--- config.mk ---
export PLATFORM = sky130hd
export DESIGN_NAME = glan_led_seq
export DESIGN_NICKNAME = d
export VERILOG_FILES = /design/src/rtl/glan_led_pkg.sv /design/src/rtl/glan_led_port.sv /design/src/rtl/glan_led_seq.sv
export SDC_FILE = /design/constraint.sdc
export NUM_CORES = 1
export LEC_CHECK = 0
export BUFFER_PORTS_ARGS = -buffer_cell sky130_fd_sc_hd__buf_2
export CORE_MARGIN = 2
export CORE_UTILIZATION = 58
export CTS_BUF_LIST = sky130_fd_sc_hd__clkbuf_4
export DETAILED_ROUTE_END_ITERATION = 7
export MAX_ROUTING_LAYER = met4
export PLACE_DENSITY_LB_ADDON = 0.05
export SYNTH_ARGS = -nofsm -noshare
export SYNTH_HDL_FRONTEND = slang
export SYNTH_SLANG_ARGS = --single-unit
--- constraint.sdc ---
create_clock -name CLK32KHz -period 2.15 [get_ports CLK32KHz]
set_input_delay 0.215 -clock CLK32KHz [delete_from_list [all_inputs] [get_ports CLK32KHz]]
set_output_delay 0.215 -clock CLK32KHz [all_outputs]
set_load 0.05 [all_outputs]
--- src/rtl/glan_led_pkg.sv ---
// Shared definitions for the GigaLAN LED controller.
// Optional lamp-test states are present only when GLAN_LAMP_TEST_EN is defined.
package glan_led_pkg;

  // Link codes as {LINK1000#, LINK100#}
  localparam logic [1:0] LINK_1G   = 2'b01;
  localparam logic [1:0] LINK_100M = 2'b10;
  localparam logic [1:0] LINK_NONE = 2'b11;

  // LED drive level that leaves the lamp dark
  localparam logic LED_OFF = 1'b1;

  typedef enum logic [2:0] {
    SEQ_WAIT_PG  = 3'd0,
`ifdef GLAN_LAMP_TEST_EN
    SEQ_LAMP_GRN = 3'd1,
    SEQ_LAMP_ORG = 3'd2,
    SEQ_LAMP_ACT = 3'd3,
`endif
    SEQ_RUN      = 3'd4
  } seq_state_t;

  typedef enum logic [1:0] {
    ACT_IDLE = 2'd0,
    ACT_ON   = 2'd1,
    ACT_OFF  = 2'd2
  } act_state_t;

  // 00 cannot come from a healthy PHY; treat it as "no link"
  function automatic logic [1:0] norm_code(input logic [1:0] code);
    return (code == 2'b00) ? LINK_NONE : code;
  endfunction

endpackage

--- src/rtl/glan_led_port.sv ---
// One LAN port's LED set: input synchronizers, link-code debounce,
// activity blink FSM and registered active-low LED drive.
// Lamp-test decode is present only when GLAN_LAMP_TEST_EN is defined.
module glan_led_port
  import glan_led_pkg::*;
#(
  parameter int BLINK_HALF = 1638,
  parameter int DEB_CYC    = 16
) (
  input  logic       clk,
  input  logic       reset,
  input  seq_state_t mode,
  input  logic       act_n,
  input  logic       link1000_n,
  input  logic       link100_n,
  output logic       speed1_led,
  output logic       speed2_led,
  output logic       act_led
);

  localparam int BW = (BLINK_HALF > 1) ? $clog2(BLINK_HALF) : 1;
  localparam int DW = $clog2(DEB_CYC + 1);
  localparam logic [BW-1:0] BLINK_LAST = BW'(BLINK_HALF - 1);
  localparam logic [DW-1:0] DEB_LAST   = DW'(DEB_CYC - 1);

  logic [1:0]    code_s1, code_s2;
  logic [2:0]    act_sync;
  logic [1:0]    raw_code, cand, acc;
  logic [DW-1:0] deb_cnt;
  logic          act_evt, linked, run;

  act_state_t    act_q, act_d;
  logic [BW-1:0] blink_cnt_q, blink_cnt_d;
  logic          pend_q, pend_d;

  assign raw_code = norm_code(code_s2);
  assign act_evt  = act_sync[2] & ~act_sync[1];
  assign linked   = (acc != LINK_NONE);
  assign run      = (mode == SEQ_RUN);

  // Two-flop synchronizers; ACT# gets a third flop for falling-edge detect
  always_ff @(posedge clk) begin
    if (reset) begin
      code_s1  <= LINK_NONE;
      code_s2  <= LINK_NONE;
      act_sync <= '1;
    end else begin
      code_s1  <= {link1000_n, link100_n};
      code_s2  <= code_s1;
      act_sync <= {act_sync[1:0], act_n};
    end
  end

  // Accept a new link code only after it has held for DEB_CYC cycles
  always_ff @(posedge clk) begin
    if (reset) begin
      cand    <= LINK_NONE;
      acc     <= LINK_NONE;
      deb_cnt <= '0;
    end else if (raw_code == acc) begin
      cand    <= raw_code;
      deb_cnt <= '0;
    end else if (raw_code != cand) begin
      cand    <= raw_code;
      deb_cnt <= DW'(1);
      if (DEB_LAST == '0) acc <= raw_code;
    end else if (deb_cnt == DEB_LAST) begin
      acc     <= raw_code;
      deb_cnt <= '0;
    end else begin
      deb_cnt <= deb_cnt + 1'b1;
    end
  end

  // Activity FSM state register
  always_ff @(posedge clk) begin
    if (reset) begin
      act_q       <= ACT_IDLE;
      blink_cnt_q <= '0;
      pend_q      <= 1'b0;
    end else begin
      act_q       <= act_d;
      blink_cnt_q <= blink_cnt_d;
      pend_q      <= pend_d;
    end
  end

  // Activity next state: fixed ON/OFF halves, pend re-arms one more blink
  always_comb begin
    act_d       = act_q;
    blink_cnt_d = blink_cnt_q;
    pend_d      = pend_q;
    if (!run || !linked) begin
      act_d       = ACT_IDLE;
      blink_cnt_d = '0;
      pend_d      = 1'b0;
    end else begin
      case (act_q)
        ACT_IDLE: begin
          if (act_evt) begin
            act_d       = ACT_ON;
            blink_cnt_d = '0;
          end
        end
        ACT_ON: begin
          if (act_evt) pend_d = 1'b1;
          if (blink_cnt_q == BLINK_LAST) begin
            act_d       = ACT_OFF;
            blink_cnt_d = '0;
          end else begin
            blink_cnt_d = blink_cnt_q + 1'b1;
          end
        end
        ACT_OFF: begin
          if (blink_cnt_q == BLINK_LAST) begin
            blink_cnt_d = '0;
            if (pend_q || act_evt) begin
              act_d  = ACT_ON;
              pend_d = 1'b0;
            end else begin
              act_d = ACT_IDLE;
            end
          end else begin
            blink_cnt_d = blink_cnt_q + 1'b1;
            if (act_evt) pend_d = 1'b1;
          end
        end
        default: act_d = ACT_IDLE;
      endcase
    end
  end

  // Registered LED drive; ACT follows the FSM's next state so it lines up with it
  always_ff @(posedge clk) begin
    if (reset) begin
      speed1_led <= LED_OFF;
      speed2_led <= LED_OFF;
      act_led    <= LED_OFF;
    end else begin
      speed1_led <= LED_OFF;
      speed2_led <= LED_OFF;
      act_led    <= LED_OFF;
      case (mode)
        SEQ_RUN: begin
          speed1_led <= (acc != LINK_1G);
          speed2_led <= (acc != LINK_100M);
          act_led    <= (act_d != ACT_ON);
        end
`ifdef GLAN_LAMP_TEST_EN
        SEQ_LAMP_GRN: speed1_led <= ~LED_OFF;
        SEQ_LAMP_ORG: speed2_led <= ~LED_OFF;
        SEQ_LAMP_ACT: act_led    <= ~LED_OFF;
`endif
        default: ;
      endcase
    end
  end

endmodule

--- src/rtl/glan_led_seq.sv ---
// GigaLAN daughter-board LED controller top: ALL_PWRGD sync, global
// sequencer and NPORT per-port LED blocks.
// Define GLAN_LAMP_TEST_EN to insert a green/orange/ACT lamp test after power-good.
module glan_led_seq
  import glan_led_pkg::*;
#(
  parameter int NPORT      = 2,
  parameter int BLINK_HALF = 1638,
  parameter int DEB_CYC    = 16,
  parameter int LAMP_CYC   = 16384
) (
  input  logic             CLK32KHz,
  input  logic             Reset,
  input  logic             ALL_PWRGD,
  input  logic [NPORT-1:0] PActivity,
  input  logic [NPORT-1:0] Speed1P,
  input  logic [NPORT-1:0] Speed2P,
  output logic [NPORT-1:0] Speed1R,
  output logic [NPORT-1:0] Speed2R,
  output logic [NPORT-1:0] RActivity
);

  logic [1:0] pg_sync;
  logic       pg;
  seq_state_t seq_q, seq_d;

  assign pg = pg_sync[1];

  // ALL_PWRGD two-flop synchronizer
  always_ff @(posedge CLK32KHz) begin
    if (Reset) pg_sync <= '0;
    else       pg_sync <= {pg_sync[0], ALL_PWRGD};
  end

`ifdef GLAN_LAMP_TEST_EN
  localparam int LW = (LAMP_CYC > 1) ? $clog2(LAMP_CYC) : 1;
  localparam logic [LW-1:0] LAMP_LAST = LW'(LAMP_CYC - 1);

  logic [LW-1:0] lamp_cnt_q, lamp_cnt_d;

  // Sequencer state and lamp-phase counter
  always_ff @(posedge CLK32KHz) begin
    if (Reset) begin
      seq_q      <= SEQ_WAIT_PG;
      lamp_cnt_q <= '0;
    end else begin
      seq_q      <= seq_d;
      lamp_cnt_q <= lamp_cnt_d;
    end
  end

  // Power-good gating and lamp-test phase stepping
  always_comb begin
    seq_d      = seq_q;
    lamp_cnt_d = lamp_cnt_q;
    if (!pg) begin
      seq_d      = SEQ_WAIT_PG;
      lamp_cnt_d = '0;
    end else begin
      case (seq_q)
        SEQ_WAIT_PG: begin
          seq_d      = SEQ_LAMP_GRN;
          lamp_cnt_d = '0;
        end
        SEQ_LAMP_GRN, SEQ_LAMP_ORG, SEQ_LAMP_ACT: begin
          if (lamp_cnt_q == LAMP_LAST) begin
            lamp_cnt_d = '0;
            case (seq_q)
              SEQ_LAMP_GRN: seq_d = SEQ_LAMP_ORG;
              SEQ_LAMP_ORG: seq_d = SEQ_LAMP_ACT;
              default:      seq_d = SEQ_RUN;
            endcase
          end else begin
            lamp_cnt_d = lamp_cnt_q + 1'b1;
          end
        end
        SEQ_RUN: ;
        default: seq_d = SEQ_WAIT_PG;
      endcase
    end
  end
`else
  // Sequencer state
  always_ff @(posedge CLK32KHz) begin
    if (Reset) seq_q <= SEQ_WAIT_PG;
    else       seq_q <= seq_d;
  end

  // Power-good gating: straight to RUN
  always_comb begin
    seq_d = seq_q;
    if (!pg)                       seq_d = SEQ_WAIT_PG;
    else if (seq_q == SEQ_WAIT_PG) seq_d = SEQ_RUN;
  end
`endif

  // Ports see the next sequencer state so their registered LEDs switch with it
  for (genvar i = 0; i < NPORT; i++) begin : g_port
    glan_led_port #(
      .BLINK_HALF (BLINK_HALF),
      .DEB_CYC    (DEB_CYC)
    ) u_port (
      .clk        (CLK32KHz),
      .reset      (Reset),
      .mode       (seq_d),
      .act_n      (PActivity[i]),
      .link1000_n (Speed1P[i]),
      .link100_n  (Speed2P[i]),
      .speed1_led (Speed1R[i]),
      .speed2_led (Speed2R[i]),
      .act_led    (RActivity[i])
    );
  end

endmodule

# Word-level counts from Yosys, hierarchy flattened
# Index checks and enable logic that the tools add are counted.
dict set report word_totals {
  reg_bits 71
  inputBits 9
  output_inout_bits 6
  elab_cells 137
}
dict set report classes {
  n_addsub 4
  eq_ne 25
  muxes 38
  n_bitwise 9
  n_reduce_logical 33
}
# op n
set ops {}
lappend ops {{$mux 11} 4}
lappend ops {{$pmux 11 s2} 2}
lappend ops {{$mux 2} 14}
lappend ops {{$add 11x1->11 const B} 2}
lappend ops {{$eq 11x11->1 const B} 2}
lappend ops {{$reduce_or 2->1} 7}
lappend ops {{$mux 1} 12}
lappend ops {{$ne 2x1->1 const B} 6}
lappend ops {{$pmux 2 s3} 2}
lappend ops {{$reduce_bool 2->1} 6}
lappend ops {{$add 5x1->5 const B} 2}
lappend ops {{$eq 5x4->1 const B} 2}
lappend ops {{$logic_not 2->1} 4}
lappend ops {{$ne 2x2->1 const B} 4}
lappend ops {{$reduce_and 2->1} 4}
lappend ops {{$reduce_or 4->1} 2}
lappend ops {{$not 1->1} 7}
lappend ops {{$mux 3} 2}
lappend ops {{$ne 3x3->1 const B} 2}
lappend ops {{$reduce_and 3->1} 2}
lappend ops {{$eq 2x1->1 const B} 2}
lappend ops {{$eq 2x2->1} 2}
lappend ops {{$eq 2x2->1 const B} 2}
lappend ops {{$logic_or 1x1->1} 4}
lappend ops {{other kinds (6)} 11}

# Depth between registers and ports, before layout
# Gate-level depths: netlist of the first run.
dict set report depth {
  depth_word 8
  depth_mapped 9
}

# Cells and area by module
# Synthesis of the first run repeated with hierarchy kept, for this count alone.
dict set report hier_totals {
  cells_unflattened 346
  hier_area_um2 3300.7
}
# module instances cells_per_inst area_each_um2 seq_area_each_um2
set modules_own_cells {}
lappend modules_own_cells {{glan_led_port (g_port[1].u_port)} 1 168 1590.3 660.6}
lappend modules_own_cells {{glan_led_port (g_port[0].u_port)} 1 163 1542.7 660.6}
lappend modules_own_cells {glan_led_seq 1 15 167.7 100.1}

# Worst setup path before layout of the first run
# Ideal clock, no wire load.
dict set report synth_timing {
  path_kind {reg-to-reg}
  start {register g_port[1].u_port.act_q[0]}
  end {register g_port[1].u_port.blink_cnt_q[0]}
  setup_time_ns 0.116
  arrival_time_ns 1.716
  required_ns 2.034
  slack_ns 0.318
  stages_incl_launch_ff 9
  path_buffers 2
  synth_period_minus_slack_ns 1.832
  path_cell_list {dfxtp_1 inv_1 ha_1 nor2b_1 a21o_1 clkbuf_1 a21o_1 buf_2 nor2_1}
}
dict set report synth_via {
  elab_chain_cells 4
}
# element line
set synth_rtl {}
lappend synth_rtl {{from (decl)} glan_led_port.sv:32} ;# act_state_t act_q, act_d;
lappend synth_rtl {{from (signal assigned)} glan_led_port.sv:82} ;# act_q <= act_d;
lappend synth_rtl {{$eq 2x1->1 / $eq 2x2->1 (equally long branches)} glan_led_port.sv:98} ;# case (act_q)
lappend synth_rtl {{$reduce_or 2->1 (no source line)} -}
lappend synth_rtl {{$reduce_bool 2->1 (no source line)} -}
lappend synth_rtl {{$reduce_and 2->1 (no source line)} -}
lappend synth_rtl {{to (signal assigned)} glan_led_port.sv:83} ;# blink_cnt_q <= blink_cnt_d;
lappend synth_rtl {{to (decl)} glan_led_port.sv:33} ;# logic [BW-1:0] blink_cnt_q, blink_cnt_d;
# Several ways; a longest one is shown, not always the timed one.
# A chain may end at the register's enable or synchronous reset.

# Worst setup path after layout of the first run
dict set report layout_timing {
  start {register g_port[1].u_port.blink_cnt_q[3]}
  end {register g_port[1].u_port.blink_cnt_q[3]}
}
dict set report layout_via {
  elab_chain_cells 3
}
# element line
set layout_rtl {}
lappend layout_rtl {{$add 11x1->11 / $eq 11x11->1 (equally long branches)} -}
lappend layout_rtl {{$mux 11 (*)} {glan_led_port.sv:107, glan_led_port.sv:115}}
lappend layout_rtl {{$pmux 11 s2 (*)} glan_led_port.sv:98}
# Mark *: on every way between the ends. The rest lies on a longest branch, timed or not.

==> results of run 1 <==
routing by layer:
metal,track usage,vias to the layer above,part of all wire
li1,-,1287,-
met1,0.264,1122,0.49
met2,0.325,33,0.47
met3,0.0621,6,0.033
met4,0.0895,0,0.013
met5,-,-,0
synth_stat cells (all sizes together), types with 3 or more instances:
cell	n
a21oi	9
nor2	49
dfxtp	70
inv	14
nor2b	11
clkbuf	7
and3	9
nand2b	11
nand2	25
nor4b	3
mux2i	5
xnor2	10
or3	8
ha	16
a21o	3
xor2	11
nor3	6
a21boi	3
nand4	10
nand3	12
buf	9
a22oi	4
and2	4
or2	16
o21ai	12
worst max-delay path, cell delays in order, from the launching register on:
cell	delay [ns]
dfxtp_1	0.36
or4b_1	0.51
or3_1	0.46
nand2_1	0.12
a21o_1	0.29
nor2_1	0.08
registers in the layout (all words and copies together) (netlist names):
register and flops:
g_port.u_port.blink_cnt_q 22, g_port.u_port.deb_cnt 10, g_port.u_port.act_sync 6, g_port.u_port.acc 4
g_port.u_port.act_q 4, g_port.u_port.cand 4, g_port.u_port.code_s1 4, g_port.u_port.code_s2 4
g_port.u_port.act_led 2, g_port.u_port.pend_q 2, g_port.u_port.speed1_led 2, g_port.u_port.speed2_led 2
pg_sync 2, seq_q 2
logic make-up after synthesis:
group,after synthesis,share of synthesized area
and+or+nand+nor,178,0.296
muxes,5,0.0155
buffers and inverters,31,0.0461
xor gates and xnor gates,21,0.0570
DFF,70,0.434
AOI/OAI and AO/OA,44,0.0892
adders and majority gates,16,0.0620
report_power, final:
group	total [mW]	internal (mW)	switching, mW
registers	1.32	1.31	0.0104
clock network	0.829	0.391	0.439
logic	0.0858	0.0458	0.0400
total	2.24	1.75	0.489
worst paths after layout:
path / end / slack, ns / depth (start not counted)
max: g_port[1].u_port.blink_cnt_q[3] / 0.22 / 5
min: g_port[1].u_port.blink_cnt_q[1] / 0.23 / 4
max reg2reg: g_port[1].u_port.blink_cnt_q[3] / 0.22 / 5
min reg2reg: g_port[1].u_port.code_s2[0] / 0.41 / 1
metrics by stage:
step	instance area, um2	setup WS [ns]	std cells
CTS	3550	0.103	464
detailed placement	3340	0.164	441
finish	3560	0.215	464
floorplan	3230	0.318	365
global placement	3340	0.230	441
global route	3560	0.122	464
final cells by class:
type | instances | area (um2) | share of cell area
flip-flops and latches | 70 | 1400 | 0.394
well taps | 72 | 90.1 | 0.0253
clock buffers | 12 | 90.1 | 0.0253
repair buffers | 27 | 185 | 0.0520
multi-input cells | 264 | 1690 | 0.475
inverters | 15 | 56.3 | 0.0158
clock inverters | 4 | 47.5 | 0.0134
repair_timing:
item                                   in CTS  in global routing
gates resized for setup                     0                  2
hold buffers                                7                  0
setup endpoints to repair                   0                 10
endpoints found under the hold margin       7                  0
==> metrics.cfg, run 1 <==
[global_route]
track_usage=0.213
grt_pass1_wl_mm=10.2
grt_max_degree=37
grt_overflow=0
grt_pass1_vias=2379
grt_antenna_before_repair=0

[timing]
fmax_ghz=0.517
finalMaxSlewViolations=0
setup_tns_ns=0
worst_pin_slew_ns=0.435
rsz0062_at_grt=no
setup_viol=0
hold_viol=0
fin_crit_sh=0.900
hold_ws_ns=0.225
finalClockSkew_ns=0.0172
post-route-min-period_ns=1.93
relSlewSlack=0.706

[pwr]
leakage_nw=1.32
power.density_nw_per_um2=629
finalPower_mw=2.24
peakVddDrop_uv=524

[logic_synthesis]
synth_seq_cells=70
synth.distinct_cells=55
syn_area_um2=3230
ys.flop_type=dfxtp_1
synth.largest_area_cell=dfxtp_1
synth.area.top_cells=dfxtp_1 (43%), ha_1 (6.2%), nor2_1 (5.7%), xor2_1 (3.0%), nand2_1 (2.8%)
yosys.area.top_type_share=0.434
yosysSeqAreaShare=0.434
synth_cells=365
syn_area_per_cell_um2=8.84
synthArstFlopShare=0
synth-edff-count=0
syn-num-nets=390
yosysWarnings=0

[clock_tree]
cts_buffers=9
cts.sinks=70
cts.path.max_buffers=2
post_cts_buffers=0
cts_tree=built
h-tree-depth=3
clk_pin_slew_ns=0.10
clk_latency_ns=0.41
cts_root_buf=clkbuf_4

[layout]
fillCellCount=472
nets=412
final_common_cell=dfxtp_1
area_growth_pct=10.3
fin_util=0.655
layout_common_cells=dfxtp_1 (70), nor2_1 (49), nand2_1 (24)
antenna_cells=0
layout-drive-gt1-share=0.145

[floorplanning]
die_area_um2=6180
io-pin-count=15
start_util=0.594
rows=27
die_x_um=78.6
die_height_um=78.6
core_um2=5440

[outcome]
status=finished, final reports clean

[route]
first_iter_violations=56
drt-pass1-iter-count=6
vias=2448
drtAntennaViolNets=0
drt_wl_total_mm=5.51
drc=0
viasPerCell=5.28
avgRoutedWirePerCell_um=11.9

[critical_path]
path_max_fanout=9
crit_path_start_kind=flip-flop
worstSetupStartpoint=g_port[1].u_port.blink_cnt_q[3]
cp_data_arrival_time_ns=2.22
critical_path_class=flip-flop to flip-flop
r2r_start=g_port[1].u_port.blink_cnt_q[3]
cp-end-kind=flip-flop
cp_data_required_time_ns=2.44

[min_path]
hp-start=Reset
hold_path_class=input port to flip-flop

[placement]
hpwl_mm=3.87
io_buffer_count=14
globalplace.congestion=0.834

[flow_run]
maxCapViolCount=0

(Power assumes the default switching activity.)
==> run 2: changes to the inputs <==
--- a/config.mk
+++ b/config.mk
@@ -7,7 +7,7 @@
 export LEC_CHECK = 0
 export BUFFER_PORTS_ARGS = -buffer_cell sky130_fd_sc_hd__buf_2
 export CORE_MARGIN = 2
-export CORE_UTILIZATION = 58
+export CORE_UTILIZATION = 63
 export CTS_BUF_LIST = sky130_fd_sc_hd__clkbuf_4
 export DETAILED_ROUTE_END_ITERATION = 7
 export MAX_ROUTING_LAYER = met4
@@ -15,3 +15,4 @@
 export SYNTH_ARGS = -nofsm -noshare
 export SYNTH_HDL_FRONTEND = slang
 export SYNTH_SLANG_ARGS = --single-unit
+export TNS_END_PERCENT = 100
==> run 2 against run 1 <==
Worst hold slack worse by 0.017 ns. Non-clock buffer count did not move. Clock skew down 0.0069 ns. Count of clock-buffer cells in the layout is 1 lower. Global-route usage up 1.5 points. Worst setup slack worse by 0.0012 ns.
==> metrics.cfg, run 2 (same netlist as run 1, synthesis figures left out) <==
[layout]
antenna_cells=0  ; unchanged
final_common_cell=dfxtp_1
nets=412  ; unchanged
fillCellCount=442  ; -6.4%
layout_common_cells=dfxtp_1 (70), nor2_1 (49), nand2_1 (24)
top_regs=g_port.u_port.blink_cnt_q (22), g_port.u_port.deb_cnt (10), g_port.u_port.act_sync (6)
regMostFlops=g_port.u_port.blink_cnt_q
largest_reg_flops=22  ; unchanged
layout-drive-gt1-share=0.143  ; -0.00219
area_growth_pct=10.5

[pwr]
p_comb_frac=0.037  ; about the same
finalPower_mw=2.33  ; +4.1%
p_clk_frac=0.396  ; +0.025
switchingPower_uw=483  ; -1.3%
p_seq_frac=0.568  ; -0.023
leakage_nw=1.33  ; +0.34%
power.density_nw_per_um2=654  ; +4.0%
p_sw_frac=0.207  ; -0.0114
internal-power_mw=1.85  ; +5.7%
peakVddDrop_uv=445  ; -15%

[timing]
relSlewSlack=0.667  ; -0.0390
finalMaxSlewViolations=0  ; unchanged
setup_tns_ns=0  ; unchanged
fmax_ghz=0.517  ; about the same
finalClockSkew_ns=0.0103  ; -0.00695 ns
hold_viol=0  ; unchanged
rsz0062_at_grt=no
setup_viol=0  ; unchanged
post-route-min-period_ns=1.94  ; +0.00123 ns
fin_crit_sh=0.901  ; about the same
worst_pin_slew_ns=0.490  ; +0.0550 ns

[route]
drtAntennaViolNets=0  ; unchanged
drt-pass1-iter-count=4  ; -2
first_iter_violations=89  ; +59%
drc=0  ; unchanged
viasPerCell=5.30  ; +0.40%
drt_wl_total_mm=5.63  ; +2.1%
avgRoutedWirePerCell_um=12.2  ; +2.8%
vias=2442  ; -0.25%

[clock_tree]
cts.sinks=70  ; unchanged
h-tree-depth=3  ; unchanged
cts_tree=built
cts.path.max_buffers=2  ; unchanged
clk_pin_slew_ns=0.11  ; about the same
post_cts_buffers=0  ; unchanged
cts_root_buf=clkbuf_4
clk_latency_ns=0.41  ; about the same
cts_buffers=9  ; unchanged

[global_route]
grt_antenna_before_repair=0  ; unchanged
grt_max_degree=37  ; unchanged
grt_pass1_wl_mm=9.54  ; -6.3%
grt_pass1_vias=2302  ; -3.2%
grt_overflow=0  ; unchanged
track_usage=0.228  ; +0.0149

[critical_path]
path_cells=or4b_1 > or3_1 > nand3_2 > o211ai_1 > or3_1
cp-end-kind=flip-flop
slowest_delay_ns=0.50  ; about the same
cp_data_arrival_time_ns=2.24  ; +0.02 ns
path_common_cell=or3_1
cp_slowest_cell=or4b_1
path_max_fanout=9  ; unchanged
crit_path_start_kind=flip-flop
cp_data_required_time_ns=2.45  ; about the same
critical_path_class=flip-flop to flip-flop
reg2reg_slack_ns=0.21  ; about the same

[floorplanning]
rows=26  ; -3.7%
start_util=0.644  ; +0.0508
die_area_um2=5710  ; -7.5%
die_height_um=75.6  ; -3.8%
io-pin-count=15  ; unchanged
die_x_um=75.6  ; -3.8%
core_um2=5010  ; -7.9%

[placement]
hpwl_mm=3.88  ; +0.36%
io_buffer_count=14  ; unchanged
globalplace.congestion=0.850  ; +1.9%

[min_path]
hold_path_class=input port to flip-flop

[flow_run]
maxCapViolCount=0  ; unchanged

[outcome]
status=finished, final reports clean

run 2: power by group through the flow:
stage               combinational (mW)  clock (mW)  sequential, mW
floorplan                       0.0558           0            1.35
global placement                0.0724           0            1.35
detailed placement              0.0745           0            1.35
CTS                             0.0853       0.960            1.32
global route                    0.0958        1.01            1.33
finish                          0.0859       0.922            1.32
run 2: worst max-delay path, delay by kind of cell, from the launching register on:
kind             cells  cell delay (ns)
AND/OR/NAND/NOR      4             1.37
flip-flops           1             0.36
AO/OA/AOI/OAI        1             0.10
run 2: routing by layer:
metal | track usage | up-vias | routed length (um)
met2 | 0.375 | 33 | 2740
met3 | 0.0780 | 14 | 197
met4 | 0.0897 | 0 | 106
met5 | - | - | 0
met1 | 0.254 | 1105 | 2590
li1 | - | 1290 | -
run 2: layout make-up:
| type | count | area, um2 | share of cell area |
|---|---|---|---|
| Multi-Input combinational cell | 264 | 1680 | 0.471 |
| Sequential cell | 70 | 1400 | 0.393 |
| Timing Repair Buffer | 27 | 185 | 0.0519 |
| Tap cell | 70 | 87.6 | 0.0246 |
| Clock buffer | 11 | 82.6 | 0.0231 |
| Clock inverter | 4 | 72.6 | 0.0203 |
| Inverter | 15 | 56.3 | 0.0158 |
run 2: path summary, 6_finish.rpt:
check                                  startpoint                         endpoint  cells after the start
setup / recovery  g_port[1].u_port.blink_cnt_q[3]         g_port[1].u_port.act_led                      5
hold / removal                              Reset  g_port[1].u_port.blink_cnt_q[9]                      4
setup reg to reg  g_port[1].u_port.blink_cnt_q[3]         g_port[1].u_port.act_led                      5
hold reg to reg       g_port[0].u_port.code_s1[0]      g_port[0].u_port.code_s2[0]                      1
run 2: repair_timing:
action,CTS,global route
hold buffers,7,0
gates resized for setup,0,1
hold endpoints to repair,7,0
endpoints found under the setup margin,0,7
run 2: stage by stage:
stage                     utilization  cell area [um2]  instances  hold WS, ns  setup WS [ns]
after floorplan                     -             3230        365        0.319          0.318
final                           0.712             3570        461        0.209          0.214
after global routing            0.712             3570        461        0.227         0.0887
after detailed placement        0.666             3340        439        0.394          0.157
after CTS                       0.711             3560        461        0.183          0.130
after global placement          0.666             3340        439        0.391          0.235
